**config.mk**
```make
export PLATFORM = sky130hd
export DESIGN_NAME = byte_unstriping_flat
export DESIGN_NICKNAME = d
export VERILOG_FILES = /design/src/rtl/byte_unstriping_if.sv /design/src/rtl/byte_unstriping.sv /design/src/flat_wrapper.sv
export SDC_FILE = /design/constraint.sdc
export NUM_CORES = 1
export LEC_CHECK = 0
export ABC_AREA = 1
export CORE_ASPECT_RATIO = 1.25
export CORE_MARGIN = 5
export CORE_UTILIZATION = 61
export CTS_BUF_LIST = sky130_fd_sc_hd__clkbuf_4
export DETAILED_ROUTE_END_ITERATION = 8
export DONT_BUFFER_PORTS = 1
export MAX_ROUTING_LAYER = met4
export PLACE_DENSITY = 0.83
export SYNTH_ARGS = -nofsm -noshare
export SYNTH_HDL_FRONTEND = slang
export SYNTH_SLANG_ARGS = --single-unit
export TNS_END_PERCENT = 1
```
**constraint.sdc**
```tcl
create_clock -name clk -period 2.4 [get_ports clk]
set_clock_uncertainty 0.1 [all_clocks]
set_input_delay 0 -clock clk [delete_from_list [all_inputs] [get_ports clk]]
set_output_delay 0 -clock clk [all_outputs]
set_load 0.02 [all_outputs]
```
**src/rtl/byte_unstriping_if.sv**
```systemverilog
// Two-lane receive bus into the unstriper plus its merged single-stream output.
// Pure wiring: no latency of its own.
// Backpressure is carried by in_ready (toward lanes) and out_ready (from consumer).
interface byte_unstriping_if #(
    parameter int DATA_W = 8
);
    logic [DATA_W-1:0] lane0_data;
    logic              lane0_valid;
    logic [DATA_W-1:0] lane1_data;
    logic              lane1_valid;
    logic              in_ready;
    logic [DATA_W-1:0] data_out;
    logic              valid_out;
    logic              out_ready;
    logic              skew_err;

    // Producer/consumer side: drives lane bytes and out_ready, observes the merged stream.
    modport master (
        output lane0_data, lane0_valid, lane1_data, lane1_valid, out_ready,
        input  in_ready, data_out, valid_out, skew_err
    );

    // Unstriper side.
    modport slave (
        input  lane0_data, lane0_valid, lane1_data, lane1_valid, out_ready,
        output in_ready, data_out, valid_out, skew_err
    );
endinterface

```
**src/rtl/byte_unstriping.sv**
```systemverilog
// Merges lane0 (even) / lane1 (odd) bytes into one ordered stream via per-lane FIFOs.
// Latency: a byte written at edge k is on data_out after edge k+1 at the earliest.
// Backpressure: in_ready drops when either lane FIFO is full; output holds while !out_ready.
module byte_unstriping #(
    parameter int DATA_W     = 8,
    parameter int FIFO_DEPTH = 4
) (
    input  logic                 clk,
    input  logic                 reset,
    byte_unstriping_if.slave     bus
);
    localparam int PTR_W = (FIFO_DEPTH > 1) ? $clog2(FIFO_DEPTH) : 1;
    localparam int CNT_W = PTR_W + 1;
    localparam logic [CNT_W-1:0] DEPTH_C = CNT_W'(FIFO_DEPTH);

    localparam logic [0:0] LANE0 = 1'b0;
    localparam logic [0:0] LANE1 = 1'b1;

    // Lane storage and pointers
    logic [DATA_W-1:0] fifo0_q [FIFO_DEPTH];
    logic [DATA_W-1:0] fifo1_q [FIFO_DEPTH];
    logic [PTR_W-1:0]  wr0_q, wr0_d, rd0_q, rd0_d;
    logic [PTR_W-1:0]  wr1_q, wr1_d, rd1_q, rd1_d;
    logic [CNT_W-1:0]  cnt0_q, cnt0_d, cnt1_q, cnt1_d;

    // Output stage and lane-select state
    logic [0:0]        sel_q, sel_d;
    logic [DATA_W-1:0] data_q, data_d;
    logic              valid_q, valid_d;
    logic              skew_q, skew_d;

    logic in_rdy;
    logic push0, push1;
    logic load, pop0, pop1;

    // Acceptance uses registered counts only; a same-cycle pop gives no credit.
    assign in_rdy = !reset && (cnt0_q < DEPTH_C) && (cnt1_q < DEPTH_C);
    assign push0  = bus.lane0_valid && in_rdy;
    assign push1  = bus.lane1_valid && in_rdy;

    // Output register may take a new byte when empty or when the consumer is taking the current one.
    assign load = !valid_q || bus.out_ready;
    assign pop0 = load && (sel_q == LANE0) && (cnt0_q != '0);
    assign pop1 = load && (sel_q == LANE1) && (cnt1_q != '0);

    assign bus.in_ready  = in_rdy;
    assign bus.data_out  = data_q;
    assign bus.valid_out = valid_q;
    assign bus.skew_err  = skew_q;

    // Pointer and occupancy next-state for both lanes; pointers wrap naturally at power-of-2 depth.
    always_comb begin
        wr0_d  = push0 ? wr0_q + PTR_W'(1) : wr0_q;
        wr1_d  = push1 ? wr1_q + PTR_W'(1) : wr1_q;
        rd0_d  = pop0  ? rd0_q + PTR_W'(1) : rd0_q;
        rd1_d  = pop1  ? rd1_q + PTR_W'(1) : rd1_q;
        cnt0_d = cnt0_q;
        cnt1_d = cnt1_q;
        if (push0 && !pop0) begin
            cnt0_d = cnt0_q + CNT_W'(1);
        end else if (!push0 && pop0) begin
            cnt0_d = cnt0_q - CNT_W'(1);
        end
        if (push1 && !pop1) begin
            cnt1_d = cnt1_q + CNT_W'(1);
        end else if (!push1 && pop1) begin
            cnt1_d = cnt1_q - CNT_W'(1);
        end
    end

    // Output stage: pop strictly from the selected lane; an empty selected lane stalls rather than skipping.
    always_comb begin
        data_d  = data_q;
        valid_d = valid_q;
        sel_d   = sel_q;
        skew_d  = skew_q;
        if (pop0) begin
            data_d = fifo0_q[rd0_q];
        end else if (pop1) begin
            data_d = fifo1_q[rd1_q];
        end
        if (load) begin
            valid_d = pop0 || pop1;
        end
        if (pop0 || pop1) begin
            sel_d = ~sel_q;
        end
        if (bus.lane1_valid && !bus.lane0_valid && in_rdy) begin
            skew_d = 1'b1;
        end
    end

    // Lane storage writes; contents need no reset since occupancy gates every read.
    always_ff @(posedge clk) begin
        if (push0) begin
            fifo0_q[wr0_q] <= bus.lane0_data;
        end
        if (push1) begin
            fifo1_q[wr1_q] <= bus.lane1_data;
        end
    end

    // Control and output registers with synchronous reset that flushes everything buffered.
    always_ff @(posedge clk) begin
        if (reset) begin
            wr0_q   <= '0;
            rd0_q   <= '0;
            cnt0_q  <= '0;
            wr1_q   <= '0;
            rd1_q   <= '0;
            cnt1_q  <= '0;
            sel_q   <= LANE0;
            data_q  <= '0;
            valid_q <= 1'b0;
            skew_q  <= 1'b0;
        end else begin
            wr0_q   <= wr0_d;
            rd0_q   <= rd0_d;
            cnt0_q  <= cnt0_d;
            wr1_q   <= wr1_d;
            rd1_q   <= rd1_d;
            cnt1_q  <= cnt1_d;
            sel_q   <= sel_d;
            data_q  <= data_d;
            valid_q <= valid_d;
            skew_q  <= skew_d;
        end
    end
endmodule

```
**src/flat_wrapper.sv**
```systemverilog
// flat-port wrapper written by rule: the top's interface ports become plain ports
module byte_unstriping_flat 
#(
    parameter int DATA_W     = 8,
    parameter int FIFO_DEPTH = 4
)
  (clk, reset, bus_lane0_data, bus_lane0_valid, bus_lane1_data, bus_lane1_valid, bus_out_ready, bus_in_ready, bus_data_out, bus_valid_out, bus_skew_err);
  byte_unstriping_if #(.DATA_W(DATA_W)) bus_i ();
  input  logic clk;
  input  logic reset;
  input wire logic [$bits(bus_i.lane0_data)-1:0] bus_lane0_data;
  input wire logic [$bits(bus_i.lane0_valid)-1:0] bus_lane0_valid;
  input wire logic [$bits(bus_i.lane1_data)-1:0] bus_lane1_data;
  input wire logic [$bits(bus_i.lane1_valid)-1:0] bus_lane1_valid;
  input wire logic [$bits(bus_i.out_ready)-1:0] bus_out_ready;
  output wire logic [$bits(bus_i.in_ready)-1:0] bus_in_ready;
  output wire logic [$bits(bus_i.data_out)-1:0] bus_data_out;
  output wire logic [$bits(bus_i.valid_out)-1:0] bus_valid_out;
  output wire logic [$bits(bus_i.skew_err)-1:0] bus_skew_err;
  assign bus_i.lane0_data = bus_lane0_data;
  assign bus_i.lane0_valid = bus_lane0_valid;
  assign bus_i.lane1_data = bus_lane1_data;
  assign bus_i.lane1_valid = bus_lane1_valid;
  assign bus_i.out_ready = bus_out_ready;
  assign bus_in_ready = bus_i.in_ready;
  assign bus_data_out = bus_i.data_out;
  assign bus_valid_out = bus_i.valid_out;
  assign bus_skew_err = bus_i.skew_err;
  byte_unstriping #(.DATA_W(DATA_W), .FIFO_DEPTH(FIFO_DEPTH)) u_core (.clk(clk), .reset(reset), .bus(bus_i));
endmodule
```
### Word-level counts from Yosys, hierarchy flattened

Memories as Yosys holds them, arrays and structs flattened. A register that Yosys moved wholly into a read port is not among the register bits.
Cells that the tools add are included.

| storage, ports and cells | value |
|---|---|
| flip-flop bits (word level) | 25 |
| RAM bits | 64 |
| input bits | 21 |
| logic and storage cells | 65 |
| memories kept | 2 |

| cells by class | value |
|---|---|
| add/sub/neg operators | 8 |
| $lt $le $gt $ge | 2 |
| mux-type cells | 14 |
| bitwise logic cells | 1 |
| reduce and logical (&&, ||, !) cells | 28 |

Memories:

| name | depth | bits a word | rd ports | clocked after memory_dff | wr ports | RTL line | source |
|---|---|---|---|---|---|---|---|
| u_core.fifo0_q | 4 | 8 | 1 | 1 | 1 | byte_unstriping.sv:20 | `logic [DATA_W-1:0] fifo0_q [FIFO_DEPTH];` |
| u_core.fifo1_q | 4 | 8 | 1 | 1 | 1 | byte_unstriping.sv:21 | `logic [DATA_W-1:0] fifo1_q [FIFO_DEPTH];` |

Operator list:

| kind | count |
|---|---|
| $mux 8 | 2 |
| $logic_and 1x1->1 | 14 |
| $mux 3 | 4 |
| $add 2x1->2 const B | 4 |
| $mux 2 | 4 |
| $logic_not 1->1 | 7 |
| $add 3x1->3 const B | 2 |
| $lt 3x3->1 const B | 2 |
| $reduce_bool 2->1 | 3 |
| $reduce_bool 3->1 | 2 |
| $sub 3x1->3 const B | 2 |
| $mux 1 | 4 |
| $logic_or 1x1->1 | 2 |
| $not 1->1 | 1 |

### Logic depth before layout (Yosys ltp)

Gate-level depths: netlist of the first run.

| logic depth | value |
|---|---|
| depth after elaboration | 8 |
| mapped depth | 11 |
| gate-level depth less buffers | 10 |

### Worst setup path after synthesis of the first run

Ideal clock, no wire load.

| path | value |
|---|---|
| kind | register to register |
| start point | register u_core.cnt0_q[2] |
| end point | register u_core.cnt1_q[2] |
| setup time | 0.122 ns |
| arrival | 2.004 ns |
| required time | 2.178 ns |
| slack | 0.173 ns |
| stages on the path, launching flop included | 11 |
| path buffers | 0 |
| period minus slack after synthesis | 2.227 ns |
| path through | dfxtp_1 -> nor3_2 -> nand2_2 -> inv_1 -> ha_1 -> inv_1 -> fa_1 -> a21oi_1 -> o21ai_0 -> o21ai_0 -> a21oi_1 |

| on the way | value |
|---|---|
| longest elaborated chain between the ends | 7 |
| elaborated cells on any way between the ends | 9 |
| classes of those cells | order compare (1); mux (1); reduce/logical (7) |

RTL lines:

| what | RTL line | source |
|---|---|---|
| start: declaration | byte_unstriping.sv:24 | `logic [CNT_W-1:0] cnt0_q, cnt0_d, cnt1_q, cnt1_d;` |
| start signal: assignment | byte_unstriping.sv:119 | `cnt0_q <= cnt0_d;` |
| $lt 3x3->1 * | byte_unstriping.sv:37 | `assign in_rdy = !reset && (cnt0_q < DEPTH_C) && (cnt1_q < DEPTH_C);` |
| $logic_and 1x1->1 * (2 in series) | byte_unstriping.sv:37 |  |
| net bus_in_ready | flat_wrapper.sv:16 | `output wire logic [$bits(bus_i.in_ready)-1:0] bus_in_ready;` |
| $logic_and 1x1->1 * | byte_unstriping.sv:39 | `assign push1 = bus.lane1_valid && in_rdy;` |
| net u_core.push1 | byte_unstriping.sv:33 | `logic push0, push1;` |
| $logic_not 1->1 | byte_unstriping.sv:66 | `end else if (!push1 && pop1) begin` |
| $logic_and 1x1->1 | byte_unstriping.sv:66 |  |
| $reduce_bool 2->1 (no source line) | -- |  |
| end signal: assignment | byte_unstriping.sv:122 | `cnt1_q <= cnt1_d;` |
| end: declaration | byte_unstriping.sv:24 |  |

The timed path passes the listed nets; every way through them passes the cells marked *.
A chain may end at the register's enable or synchronous reset.

### Worst setup path in the final report of the first run

| path | value |
|---|---|
| start point | register u_core.cnt0_q[2] |
| end point | register u_core.cnt0_q[2] |

| on the way | value |
|---|---|
| longest elaborated chain between the ends | 7 |
| elaborated cells on any way between the ends | 15 |
| classes of those cells | add/sub (2); order compare (1); mux (2); reduce/logical (10) |

RTL lines:

| what | RTL line | source |
|---|---|---|
| $lt 3x3->1 | byte_unstriping.sv:37 |  |
| $logic_and 1x1->1 (2 in series) | byte_unstriping.sv:37 |  |
| $logic_and 1x1->1 | byte_unstriping.sv:38 | `assign push0 = bus.lane0_valid && in_rdy;` |
| $logic_not 1->1 | byte_unstriping.sv:61 | `end else if (!push0 && pop0) begin` |
| $logic_and 1x1->1 | byte_unstriping.sv:61 |  |
| $reduce_bool 2->1 (no source line) | -- |  |

Several ways; a longest one is shown, not always the timed one. The select of a mux whose other input is x is not followed.

==> flow_metrics.py, run 1 <==
metrics = {
    "outcome": {
        "status": "finished, final reports clean",
    },
    "floorplanning": {
        "die_h_um": 101.9,
        "die_area_um2": 8506,
        "core.rowCount": 33,
        "initial_core_util": 0.6274,
        "die_w_um": 83.50,
        "boundaryPins": 32,
        "core-area_um2": 6565,
    },
    "drt": {
        "drtPass1Iterations": 4,
        "drc": 0,
        "wire_per_inst_um": 13.11,
        "viasPerCell": 4.924,
        "num_vias": 2777,
        "wl_um": 7394,
        "drt_iter0_drc": 174,
        "final_antenna_net_count": 0,
    },
    "final_layout": {
        "final_util": 0.6974,
        "nets": 505,
        "drive_above_1_share": 0.07547,
        "syn_to_final_growth_pct": 11.15,
        "fill_cells": 479,
        "stdcell_count": 564,
        "antenna_cells": 0,
    },
    "job": {
        "cap_violations": 0,
    },
    "sta": {
        "setup_viol": 0,
        "fmax_ghz": 0.4641,
        "min_period_over_period": 0.8979,
        "period_needed_ns": 2.155,
        "final.setup.tns_ns": 0,
        "tightest_slew_ns": 0.5883,
        "slew_violations": 0,
        "maxSlewHeadroom": 0.6073,
        "hold_viol": 0,
        "rsz0062_at_grt": "no",
    },
    "logic_synthesis": {
        "synth_area_um2": 4119,
        "synth-seq-cells": 93,
        "async_flop_share": 0,
        "syn-instance-count": 441,
        "synth_ff_type": "edfxtp_1",
        "synth_nets": 474,
        "netlist.top_cell.by_area": "edfxtp_1",
        "seq_area_frac_synth": 0.6075,
        "yosysWarningCount": 0,
        "synth_edf_count": 64,
        "synthTopCellsByCount": "nand2_1, inv_1, edfxtp_1",
        "synthTopCellsByArea": "edfxtp_1, dfxtp_1, nand2_1",
        "synth_cell_type_count": 22,
        "avgSynthCellArea_um2": 9.340,
        "synthMostInstantiatedCell": "nand2_1",
        "synth_top_area_frac": 0.4666,
    },
    "power_and_ir_drop": {
        "p_comb_frac": 0.310,
        "power_switching_mw": 1.678,
        "leakagePower_nw": 2.112,
        "sw_frac_of_total": 0.3733,
        "irDropWorstVdd_v": 0.0006425,
        "power_frac_seq": 0.508,
        "power.density_nw_per_um2": 981.7,
        "power.internal_mw": 2.817,
        "p_clk_frac": 0.182,
        "finalPower_mw": 4.494,
    },
    "clock_tree": {
        "h-tree-depth": 3,
        "cts_tree": "yes",
        "clk_latency_ns": 0.43,
        "cts_buffer_depth": 2,
        "numCtsBuffers": 9,
        "cts.sinks": 93,
        "clockRootBuffer": "clkbuf_4",
        "path_clk_slew_ns": 0.14,
        "post_cts_buffers": 0,
    },
    "worst_setup_path": {
        "critPathMaxFanout": 9,
        "crit_chain": "nor3_4, nand2_2, inv_1, ha_1, inv_1, fa_1, a21oi_1, o21ai_0, xor2_1, nor2_1",
        "cpPeakStageDelay_ns": 0.39,
        "critical_path_class": "reg2reg",
        "cp_top_family": "adder cells",
        "critPathRequiredTime_ns": 2.63,
        "critPathBufInv": 2,
        "startpoint_type": "register",
        "path_common_cell": "inv_1",
        "slowest_stage": "fa_1",
        "critPathArrivalTime_ns": 2.38,
        "end_kind": "register",
    },
    "global_route": {
        "grt_usage": 0.1915,
        "grt_max_degree": 21,
        "antenna_found_initial": 0,
        "overflow": 0,
        "grt_pass1_vias": 2752,
        "grt_pass1_wl_um": 12350,
    },
    "placed_design": {
        "hpwl_um": 5107,
        "io_buffers": 0,
        "gp_congestion": 0.7984,
        "post-place-cells": 528,
    },
    "hold_path": {
        "min_path_type": "in2reg",
    },
}
-- path summary, 6_finish.rpt --
path,cells past startpoint,start,endpoint,slack (ns)
worst min register to register,2,u_core.rd0_q[1],u_core.rd0_q[1],0.39
worst max register to register,10,u_core.cnt0_q[2],u_core.cnt0_q[2],0.25
worst min-delay path,1,bus_lane1_data[4],u_core.fifo1_q[1][4],0.17
worst max-delay path,10,u_core.cnt0_q[2],u_core.cnt0_q[2],0.25
-- worst reg2reg max path, cell delays in order, from the launching register on --
cell and delay (ns):
dfxtp_1 0.38, nor3_4 0.25, nand2_2 0.15, inv_1 0.08, ha_1 0.14, inv_1 0.08
fa_1 0.39, a21oi_1 0.16, o21ai_0 0.11, xor2_1 0.15, nor2_1 0.05
-- logic make-up after synthesis --
logic type / after synthesis / share of synthesized area
compound gates: 30 / 0.03797
xor+xnor: 3 / 0.006380
fa+ha+maj: 12 / 0.04010
buf+inv: 117 / 0.1179
flops: 93 / 0.6075
simple gates: 186 / 0.1902
-- flip-flops by register name (all words and copies together) (netlist names), named ones only --
register	count
u_core.bus.data_out	8
u_core.sel_q	1
u_core.bus.valid_out	1
u_core.rd1_q	2
u_core.wr1_q	2
u_core.bus.skew_err	1
u_core.fifo1_q	32
u_core.cnt1_q	3
u_core.fifo0_q	32
u_core.cnt0_q	3
u_core.rd0_q	2
u_core.wr0_q	2
-- power by group through the flow --
| stage | clock, mW | sequential (mW) | combinational [mW] |
|---|---|---|---|
| final | 0.820 | 2.28 | 1.39 |
| after CTS | 0.838 | 2.28 | 1.38 |
| after global placement | 0 | 2.30 | 1.27 |
| after detailed placement | 0 | 2.32 | 1.33 |
| after global routing | 0.912 | 2.32 | 1.61 |
| after floorplan | 0 | 2.22 | 1.15 |
-- per-stage QoR --
| stage | area [um^2] | hold WS, ns | setup WS (ns) |
|---|---|---|---|
| 2_1_floorplan | 4119 | -0.04007 | 0.1735 |
| 3_3_place_gp | 4234 | -0.02631 | 0.3514 |
| 3_5_place_dp | 4234 | -0.02442 | 0.2739 |
| 4_1_cts | 4572 | 0.1386 | 0.2301 |
| 5_1_grt | 4578 | 0.1613 | 0.01706 |
| 6_report | 4578 | 0.1684 | 0.2451 |
-- cells in the final DEF, fill, tap and decap left out, drive strengths merged --
cell         instances
nand2              117
inv                104
edfxtp              64
nand3               51
dfxtp               29
dlygate4sd3         20
a21oi               17
nor2                17
buf                 14
o21ai               12
ha                  10
clkbuf              10
xor2                 3
clkinv               3
fa                   2
nor3                 1
a211oi               1
bufinv               1
clkinvlp             1
-- layout make-up --
class / instances / area, um^2 / share of cell area
clock buffers: 10 / 75.07 / 0.01640
multi-input cells: 231 / 1137 / 0.2484
well taps: 87 / 108.9 / 0.02378
flip-flops and latches: 93 / 2502 / 0.5466
repair buffers: 34 / 305.3 / 0.06668
clock inverters: 6 / 62.56 / 0.01366
inverters: 103 / 386.6 / 0.08445
-- metal layers --
metal,track usage,up-vias,share of wire
met4,0.09158,0,0.019
met3,0.03065,12,0.039
met5,-,-,0
met2,0.3469,61,0.54
met1,0.2066,1278,0.40
li1,-,1426,-
-- what timing repair did --
action                                  CTS  global route
gates resized for setup                   0             1
hold buffers                             20             0
hold endpoints to repair                125             0
endpoints found under the setup margin    0             1
(Power assumes the default switching activity.)
==> inputs of run 2 (changes only) <==
--- a/config.mk
+++ b/config.mk
@@ -13,8 +13,8 @@
 export DETAILED_ROUTE_END_ITERATION = 8
 export DONT_BUFFER_PORTS = 1
 export MAX_ROUTING_LAYER = met4
-export PLACE_DENSITY = 0.83
+export PLACE_DENSITY = 0.77
 export SYNTH_ARGS = -nofsm -noshare
 export SYNTH_HDL_FRONTEND = slang
 export SYNTH_SLANG_ARGS = --single-unit
-export TNS_END_PERCENT = 1
+export TNS_END_PERCENT = 50
==> flow_metrics.py, run 2 (same netlist as run 1, synthesis figures left out) <==
metrics = {
    "clock_tree": {
        "h-tree-depth": 3,
        "clockRootBuffer": "clkbuf_4",
        "cts_buffer_depth": 2,
        "cts_tree": "yes",
        "post_cts_buffers": 0,
        "clk_latency_ns": 0.42,
        "numCtsBuffers": 9,
        "path_clk_slew_ns": 0.13,
        "cts_resized": 0,
        "cts.sinks": 93,
    },
    "drt": {
        "wl_um": 7251,
        "drc": 0,
        "drt_iter0_drc": 116,
        "wire_per_inst_um": 12.81,
        "drtPass1Iterations": 4,
        "final_antenna_net_count": 0,
        "viasPerCell": 4.839,
        "num_vias": 2739,
    },
    "placed_design": {
        "post-place-cells": 529,
        "gp_congestion": 0.8006,
        "hpwl_um": 4994,
        "io_buffers": 0,
    },
    "sta": {
        "tightest_slew_ns": 0.5880,
        "period_needed_ns": 2.225,
        "min_period_over_period": 0.9270,
        "maxSlewHeadroom": 0.6076,
        "final.setup.tns_ns": 0,
        "rsz0062_at_grt": "no",
        "slew_violations": 0,
        "hold_viol": 0,
        "setup_viol": 0,
        "fmax_ghz": 0.4495,
    },
    "worst_setup_path": {
        "reg2reg_from": "u_core.cnt0_q[2]",
        "reg2reg_depth": 10,
        "reg2reg_setup_slack_ns": 0.18,
        "critical_path_class": "reg2reg",
        "r2r-end": "u_core.cnt0_q[2]",
        "critPathRequiredTime_ns": 2.61,
        "startpoint_type": "register",
        "critPathArrivalTime_ns": 2.44,
        "critPathMaxFanout": 9,
        "end_kind": "register",
    },
    "job": {
        "cap_violations": 0,
    },
    "final_layout": {
        "final_util": 0.6947,
        "fill_cells": 486,
        "stdcell_count": 566,
        "nets": 507,
        "final_cell_mix": "nand2_1, inv_1, edfxtp_1",
        "final_common_cell": "nand2_1",
        "drive_above_1_share": 0.07724,
        "syn_to_final_growth_pct": 10.72,
        "antenna_cells": 0,
    },
    "floorplanning": {
        "boundaryPins": 32,
        "die_w_um": 83.50,
        "die_h_um": 101.9,
        "initial_core_util": 0.6274,
        "core.rowCount": 33,
        "die_area_um2": 8506,
        "core-area_um2": 6565,
    },
    "global_route": {
        "grt_pass1_wl_um": 12010,
        "antenna_found_initial": 0,
        "overflow": 0,
        "grt_max_degree": 21,
        "grt_pass1_vias": 2636,
        "grt_usage": 0.1879,
    },
    "power_and_ir_drop": {
        "power.density_nw_per_um2": 959.3,
        "finalPower_mw": 4.375,
        "leakagePower_nw": 2.119,
        "irDropWorstVdd_v": 0.0005791,
    },
    "outcome": {
        "status": "finished, final reports clean",
    },
    "hold_path": {
        "hold_start": "bus_lane1_data[1]",
        "hold_end": "u_core.fifo1_q[1][1]",
        "worstHoldPathCells": 1,
        "min_path_type": "in2reg",
    },
}
[run 2: changes by cell type in the layout (fill, tap and decap cells not counted), sizes merged]
cell / change
clkinvlp: -1
dlygate4sd3: +1
clkbuf: +1
bufinv: -1
clkinv: +1
buf: +1
[run 2: layout make-up]
| type | count | area (um^2) | area share |
|---|---|---|---|
| sequential | 93 | 2502 | 0.5487 |
| multi-input combinational | 231 | 1131 | 0.2480 |
| inverter | 103 | 386.6 | 0.08477 |
| timing repair buffer | 36 | 322.8 | 0.07078 |
| tap | 87 | 108.9 | 0.02387 |
| clock buffer | 11 | 82.58 | 0.01811 |
| clock inverter | 5 | 26.28 | 0.005761 |
[run 2: how the worst max path moves through the flow]
stage | slack, ns | from | cells after the start | to
2_1_floorplan | 0.17 | u_core.cnt0_q[2] | 10 | u_core.cnt1_q[2]
3_3_place_gp | 0.36 | u_core.cnt0_q[2] | 10 | u_core.cnt0_q[2]
3_5_place_dp | 0.31 | u_core.cnt0_q[2] | 10 | u_core.cnt0_q[2]
4_1_cts | 0.27 | u_core.cnt0_q[2] | 10 | u_core.cnt0_q[2]
5_1_grt | 0.01 | u_core.cnt0_q[2] | 10 | u_core.cnt0_q[2]
6_report | 0.18 | u_core.cnt0_q[2] | 10 | u_core.cnt0_q[2]
[run 2: where the power goes]
part / total [mW] / switching (mW) / leakage [nW] / internal (mW)
registers: 2.25 / 0.287 / 0.818 / 1.97
clock network: 0.699 / 0.468 / 0.0661 / 0.231
logic: 1.42 / 0.898 / 1.23 / 0.524
[run 2: metal layers]
metal,track usage,share of wire,wire (um),up-vias
met5,-,0,0,-
met4,0.07178,0.020,144,0
met3,0.03871,0.028,206,13
met2,0.3377,0.53,3817,42
met1,0.2072,0.43,3083,1251
li1,-,-,-,1433
[run 2: repair_timing]
action / 4_1_cts / 5_1_grt
setup endpoints to repair: 0 / 0
hold endpoints to repair: 125 / 0
hold buffers: 21 / 0
[run 2: stage by stage]
stage                     setup WS [ns]  instance area [um^2]  hold slack [ns]
after floorplan                  0.1735                  4119         -0.04007
after global placement           0.3561                  4242         -0.02553
after detailed placement         0.3074                  4242         -0.02381
after CTS                        0.2671                  4561           0.1503
after global routing            0.01295                  4561           0.1562
final                            0.1751                  4561           0.1778
[run 2: worst max-delay path, stage by stage (launching register included)]
cell	delay, ns
dfxtp_1	0.38
nor3_2	0.30
nand2_2	0.17
inv_1	0.09
ha_1	0.14
inv_1	0.06
fa_1	0.37
a21oi_1	0.15
o21ai_0	0.13
xor2_1	0.18
nor2_1	0.06
